**src/rtl/divider_pkg.sv**
```systemverilog
`default_nettype none
// ============================================================================
// Module  : divider_pkg
// Purpose : Shared definitions for the restoring divider: default operand
//           widths, FSM state encoding and bit-counter width helper.
// Revision: 1.0  initial release
// ============================================================================
package divider_pkg;

  localparam int DVD_W_DEF = 7;   // dividend / quotient width
  localparam int DVS_W_DEF = 4;   // divisor / remainder width

  typedef enum logic [1:0] {
    ST_IDLE = 2'd0,
    ST_CALC = 2'd1,
    ST_DONE = 2'd2
  } state_t;

  // Counter must hold DVD_W-1; a 1-bit dividend still needs a 1-bit counter.
  function automatic int cnt_width(input int w);
    return (w > 1) ? $clog2(w) : 1;
  endfunction

  localparam int CNT_W_DEF = cnt_width(DVD_W_DEF);

endpackage
`default_nettype wire

```
**src/rtl/div_step.sv**
```systemverilog
`default_nettype none
// ============================================================================
// Module  : div_step
// Purpose : One restoring-division step (combinational). Shifts the next
//           dividend bit into the running remainder, compares against the
//           divisor and subtracts when it fits.
// Ports   : rem_in   [DVS_W-1:0]  running remainder before this step
//           dvd_bit               next dividend bit (MSB first)
//           divisor  [DVS_W-1:0]  divisor (nonzero when used)
//           rem_out  [DVS_W-1:0]  running remainder after this step
//           q_bit                 quotient bit produced by this step
// Revision: 1.0  initial release
// ============================================================================
module div_step
  import divider_pkg::*;
#(
  parameter int DVS_W = DVS_W_DEF
) (
  input  logic [DVS_W-1:0] rem_in,
  input  logic             dvd_bit,
  input  logic [DVS_W-1:0] divisor,
  output logic [DVS_W-1:0] rem_out,
  output logic             q_bit
);

  // One extra bit so the shifted remainder never wraps before the compare.
  logic [DVS_W:0] partial;
  logic [DVS_W:0] diff;

  assign partial = {rem_in, dvd_bit};
  assign diff    = partial - {1'b0, divisor};
  assign q_bit   = (partial >= {1'b0, divisor});

  // The selected value is always < divisor, so its top bit is zero and the
  // truncation is lossless.
  assign rem_out = DVS_W'(q_bit ? diff : partial);

endmodule
`default_nettype wire

```
**src/rtl/divider.sv**
```systemverilog
`default_nettype none
// ============================================================================
// Module  : divider
// Purpose : Sequential unsigned restoring divider, one quotient bit per clock.
//           Fixed latency of DVD_W cycles in CALC; divide-by-zero finishes
//           immediately with an all-ones quotient and dbz set.
// Ports   : clk                     rising-edge clock
//           rst_n                   asynchronous active-low reset
//           en                      start request, sampled only in IDLE
//           dividend  [DVD_W-1:0]   numerator, captured on start
//           divisor   [DVS_W-1:0]   denominator, captured on start
//           done                    one-cycle result-valid pulse
//           quotient  [DVD_W-1:0]   result, held until next start
//           remainder [DVS_W-1:0]   remainder, held until next start
//           dbz                     divide-by-zero flag for last operation
// Revision: 1.0  initial release
// ============================================================================
module divider
  import divider_pkg::*;
#(
  parameter int DVD_W = DVD_W_DEF,
  parameter int DVS_W = DVS_W_DEF
) (
  input  logic             clk,
  input  logic             rst_n,
  input  logic             en,
  input  logic [DVD_W-1:0] dividend,
  input  logic [DVS_W-1:0] divisor,
  output logic             done,
  output logic [DVD_W-1:0] quotient,
  output logic [DVS_W-1:0] remainder,
  output logic             dbz
);

  localparam int              CNT_W    = cnt_width(DVD_W);
  localparam logic [CNT_W-1:0] CNT_LOAD = CNT_W'(DVD_W - 1);

  state_t           state;
  state_t           state_nxt;
  logic [CNT_W-1:0] cnt;
  logic [DVD_W-1:0] dvd_op;
  logic [DVS_W-1:0] dvs_op;
  logic [DVD_W-1:0] quo_work;
  logic [DVS_W-1:0] rem_work;

  logic [DVS_W-1:0] step_rem;
  logic             step_q;
  logic [DVD_W-1:0] quo_nxt;

  // The counter doubles as the dividend bit index: it runs DVD_W-1 down to 0,
  // which walks the captured dividend MSB first.
  div_step #(
    .DVS_W (DVS_W)
  ) u_step (
    .rem_in  (rem_work),
    .dvd_bit (dvd_op[cnt]),
    .divisor (dvs_op),
    .rem_out (step_rem),
    .q_bit   (step_q)
  );

  assign quo_nxt = DVD_W'({quo_work, step_q});
  assign done    = (state == ST_DONE);

  // State register
  always_ff @(posedge clk or negedge rst_n) begin
    if (!rst_n) begin
      state <= ST_IDLE;
    end else begin
      state <= state_nxt;
    end
  end

  // Next-state logic
  always_comb begin
    state_nxt = state;
    case (state)
      ST_IDLE: begin
        if (en) begin
          state_nxt = (divisor == '0) ? ST_DONE : ST_CALC;
        end
      end
      ST_CALC: begin
        if (cnt == '0) begin
          state_nxt = ST_DONE;
        end
      end
      ST_DONE: state_nxt = ST_IDLE;
      default: state_nxt = ST_IDLE;
    endcase
  end

  // Operand, working and result registers. Results are written only on the
  // edge that enters DONE, so partial values never reach the outputs.
  always_ff @(posedge clk or negedge rst_n) begin
    if (!rst_n) begin
      cnt       <= '0;
      dvd_op    <= '0;
      dvs_op    <= '0;
      quo_work  <= '0;
      rem_work  <= '0;
      quotient  <= '0;
      remainder <= '0;
      dbz       <= 1'b0;
    end else begin
      case (state)
        ST_IDLE: begin
          if (en) begin
            dvd_op   <= dividend;
            dvs_op   <= divisor;
            cnt      <= CNT_LOAD;
            quo_work <= '0;
            rem_work <= '0;
            dbz      <= 1'b0;
            if (divisor == '0) begin
              quotient  <= '1;
              remainder <= '0;
              dbz       <= 1'b1;
            end
          end
        end
        ST_CALC: begin
          quo_work <= quo_nxt;
          rem_work <= step_rem;
          if (cnt == '0) begin
            quotient  <= quo_nxt;
            remainder <= step_rem;
          end else begin
            cnt <= cnt - CNT_W'(1);
          end
        end
        default: begin
        end
      endcase
    end
  end

endmodule
`default_nettype wire

```
**config.mk**
```make
export PLATFORM = sky130hd
export DESIGN_NAME = divider
export DESIGN_NICKNAME = d
export VERILOG_FILES = /design/src/rtl/divider_pkg.sv /design/src/rtl/div_step.sv /design/src/rtl/divider.sv
export SDC_FILE = /design/constraint.sdc
export NUM_CORES = 1
export LEC_CHECK = 0
export CAP_MARGIN = 15
export CELL_PAD_IN_SITES_DETAIL_PLACEMENT = 1
export CELL_PAD_IN_SITES_GLOBAL_PLACEMENT = 1
export CORE_MARGIN = 10
export CORE_UTILIZATION = 46
export CTS_BUF_LIST = sky130_fd_sc_hd__clkbuf_4
export DETAILED_ROUTE_END_ITERATION = 7
export PLACE_DENSITY = 0.83
export REMOVE_ABC_BUFFERS = 1
export SYNTH_ARGS = -nofsm -noshare
export SYNTH_HDL_FRONTEND = slang
export SYNTH_HIERARCHICAL = 1
export SYNTH_SLANG_ARGS = --single-unit
```
**constraint.sdc**
```tcl
create_clock -name clk -period 6.5 [get_ports clk]
set_input_delay 0.975 -clock clk [delete_from_list [all_inputs] [get_ports clk]]
set_output_delay 0.975 -clock clk [all_outputs]
set_load 0.02 [all_outputs]
```
==> results.toml <==
[floorplan]
core_sq_um = 4000
fp.dieW_um = 84.22
dieHeight_um = 84.22
pin_count = 27
fp.dieArea_sq_um = 7092
start_util = 0.4742
num_rows = 23

[detailed_routing]
avgRoutedWirePerCell_um = 16.64
drt-total-wl_um = 4743
first_iter_violations = 71
drc_errors = 0
drtPass1Iterations = 4
num_vias = 1508
vias_per_cell = 5.291
drtAntennaViolNets = 0

[outcome]
status = "completed"

[cells_and_area]
n_fill_cell = 477
syn2layout_area_growth_pct = 20.18
n_antenna_cell = 0
finalInstanceArea_sq_um = 2280
nets = 255
fin_util = 0.5699
drive_above_1_share = 0.08936
fin_cells = 285

[power]
p_per_area_nw_per_um2 = 576.5
p_switching_mw = 0.5601
peakVddDrop_mv = 0.2483
p_clk_frac = 0.154
p_comb_frac = 0.514
power_leakage_nw = 1.065
p_int_mw = 0.7540
seq_power_share = 0.332
netSwitchingFraction = 0.4262
p_total_mw = 1.314

[cts]
cts_root_buf = "clkbuf_4"
cts_hold_buf = 0
post-cts-setup-buffer-count = 0
cts_buffer_depth = 2
cts_buffers = 5
cts.repair.resized = 0
clk_pin_slew_worst_paths_ps = 110
h-tree-depth = 2
cts_sinks = 38
cts_tree = "done"
clock_latency_ps = 360

[place]
hpwlAfterDp_um = 3538
gp_congestion = 0.7750
placed_cell_area_sq_um = 2173
placed_cells_incl_taps = 277
io_buffers = 26
dpl_worst_slack_ps = 3861

[synthesis]
synth_edf_count = 0
synth-simple-area-share = 0.2658
seq_area_frac_synth = 0.5013
synth-seq-cells = 38
synth-xor-area-share = 0.004617
synth_compound_area_frac = 0.08839
synth_fa_ha_area_frac = 0.05013
muxShareOfSynthArea = 0.04156
synth_area_sq_um = 1897
synth_async_sr_flop_share = 1.000
synth_top_family_by_area = "simple AND/OR/NAND/NOR gates"
yosysUniqueCellTypes = 39
ys_warn_count = 6
syn_avg_cell_area_sq_um = 9.076
synth_ff_type = "dfrtp_1"
netlist_instances = 209

[global_route]
grt_pass1_wl_um = 8328
track_usage = 0.1415
grt_max_degree = 39
grt_overflow_total = 0
grt_pass1_vias = 1654
grt_antenna_before_repair = 0

[setup_path]
crit_arrival_ps = 1650
worstPathRequired_ps = 5520
critPathMaxFanout = 9
crit_path_end_kind = "output pin"
worstSetupPathType = "reg -> out"
rr_worst_depth = 10
crit_path_start_kind = "register"

[sta]
max_freq_ghz = 0.3803
timing.final.max_slew_violations = 0
fin_skew_ps = 21.93
setup_viol = 0
setup_slack_ps = 3871
whs_ps = 485.2
tightest_slew_ps = 869.9
period_share = 0.4045
rsz0062_at_grt = "false"
hold_violations = 0
fin_tns_setup_ps = 0
post-route-min-period_ps = 2629
slew_headroom = 0.4188

[hold_path]
worst_hold_path.num_cells = 2
hold_path_class = "reg -> reg"

[run]
drv_cap = 0
-- area by class of cell --
cell class / instances / area, sq um / area share
flip-flops and latches: 38 / 950.9 / 0.4171
multi-input cells: 153 / 854.6 / 0.3749
repair buffers: 28 / 275.3 / 0.1207
clock inverters: 3 / 68.82 / 0.03019
well taps: 50 / 62.56 / 0.02744
clock buffers: 5 / 37.54 / 0.01647
inverters: 8 / 30.03 / 0.01317
-- logic make-up after synthesis --
| kind of cell | count (synthesis) |
|---|---|
| xor+xnor | 1 |
| flops | 38 |
| compound gates | 28 |
| buf+inv | 18 |
| simple gates | 111 |
| mux | 6 |
| fa+ha+maj | 7 |
-- synthesized netlist by cell type, types with 3 or more instances --
master	n	area, sq um
nand3_1	4	20.02
buf_2	7	35.03
o21ai_0	6	30.03
ha_1	6	75.07
dfrtp_1	38	950.9
nor2b_1	4	25.02
nor2_1	19	71.32
mux2i_1	3	30.03
nand2_1	66	247.7
nand2b_1	3	18.77
a21oi_1	14	70.07
inv_1	8	30.03
-- per-layer routing --
layer  share of wire  vias up  track usage  wire length (um)
li1                -      734            -                 -
met1            0.41      746       0.1549              1947
met2            0.54       22       0.2586              2564
met3           0.035        6      0.03865               168
met4           0.013        0      0.04110                61
met5               0        -            0                 0
-- final timing paths --
check	slack [ps]	from	to
worst min-delay path	490	dvd_op[2]$_DFFE_PN0P_	dvd_op[2]$_DFFE_PN0P_
worst max register to register	3950	cnt[1]$_DFFE_PN0P_	remainder[2]$_DFFE_PN0P_
min in group asynchronous	1030	rst_n	rem_work[0]$_DFFE_PN0P_
max in group asynchronous	5120	rst_n	state[0]$_DFFE_PN0P_
worst min register to register	490	dvd_op[2]$_DFFE_PN0P_	dvd_op[2]$_DFFE_PN0P_
worst max-delay path	3870	state[1]$_DFFE_PN0P_	done
-- placed cells by master, fill, tap and decap left out, types with 2 or more instances in the layout --
| master | Yosys | final |
|---|---|---|
| nand2_1 | 66 | 66 |
| dfrtp_1 | 38 | 38 |
| clkdlybuf4s50_1 | 0 | 26 |
| nor2_1 | 19 | 19 |
| a21oi_1 | 14 | 14 |
| inv_1 | 8 | 8 |
| o21ai_0 | 6 | 6 |
| ha_1 | 6 | 6 |
| clkbuf_4 | 0 | 5 |
| nor2b_1 | 4 | 4 |
| nand3_1 | 4 | 4 |
| mux2i_1 | 3 | 3 |
| nand2b_1 | 3 | 3 |
| nor2_2 | 2 | 2 |
| a22oi_1 | 2 | 2 |
| bufinv_16 | 0 | 2 |
| buf_4 | 0 | 2 |
| nor3_1 | 2 | 2 |
-- flip-flops by register name, indices dropped and copies added (netlist names) --
register and cells:
remainder 4, cnt 3, quo_work 6, dvd_op 7, dvs_op 4, quotient 7
state 2, dbz 1, rem_work 4
-- worst max-delay path: stages, from the launching register on --
cell and delay, ps:
dfrtp_1 490, nor2b_1 190, clkdlybuf4s50_1 640
-- power groups by stage --
| stage | logic, mW | clock network [mW] | registers, mW |
|---|---|---|---|
| 2_1_floorplan | 0.431 | 0 | 0.456 |
| 4_1_cts | 0.687 | 0.207 | 0.437 |
| 5_1_grt | 0.755 | 0.220 | 0.457 |
| 6_report | 0.675 | 0.203 | 0.436 |
| 3_3_place_gp | 0.638 | 0 | 0.430 |
| 3_5_place_dp | 0.680 | 0 | 0.441 |
Power figures use the tool's default switching activity.
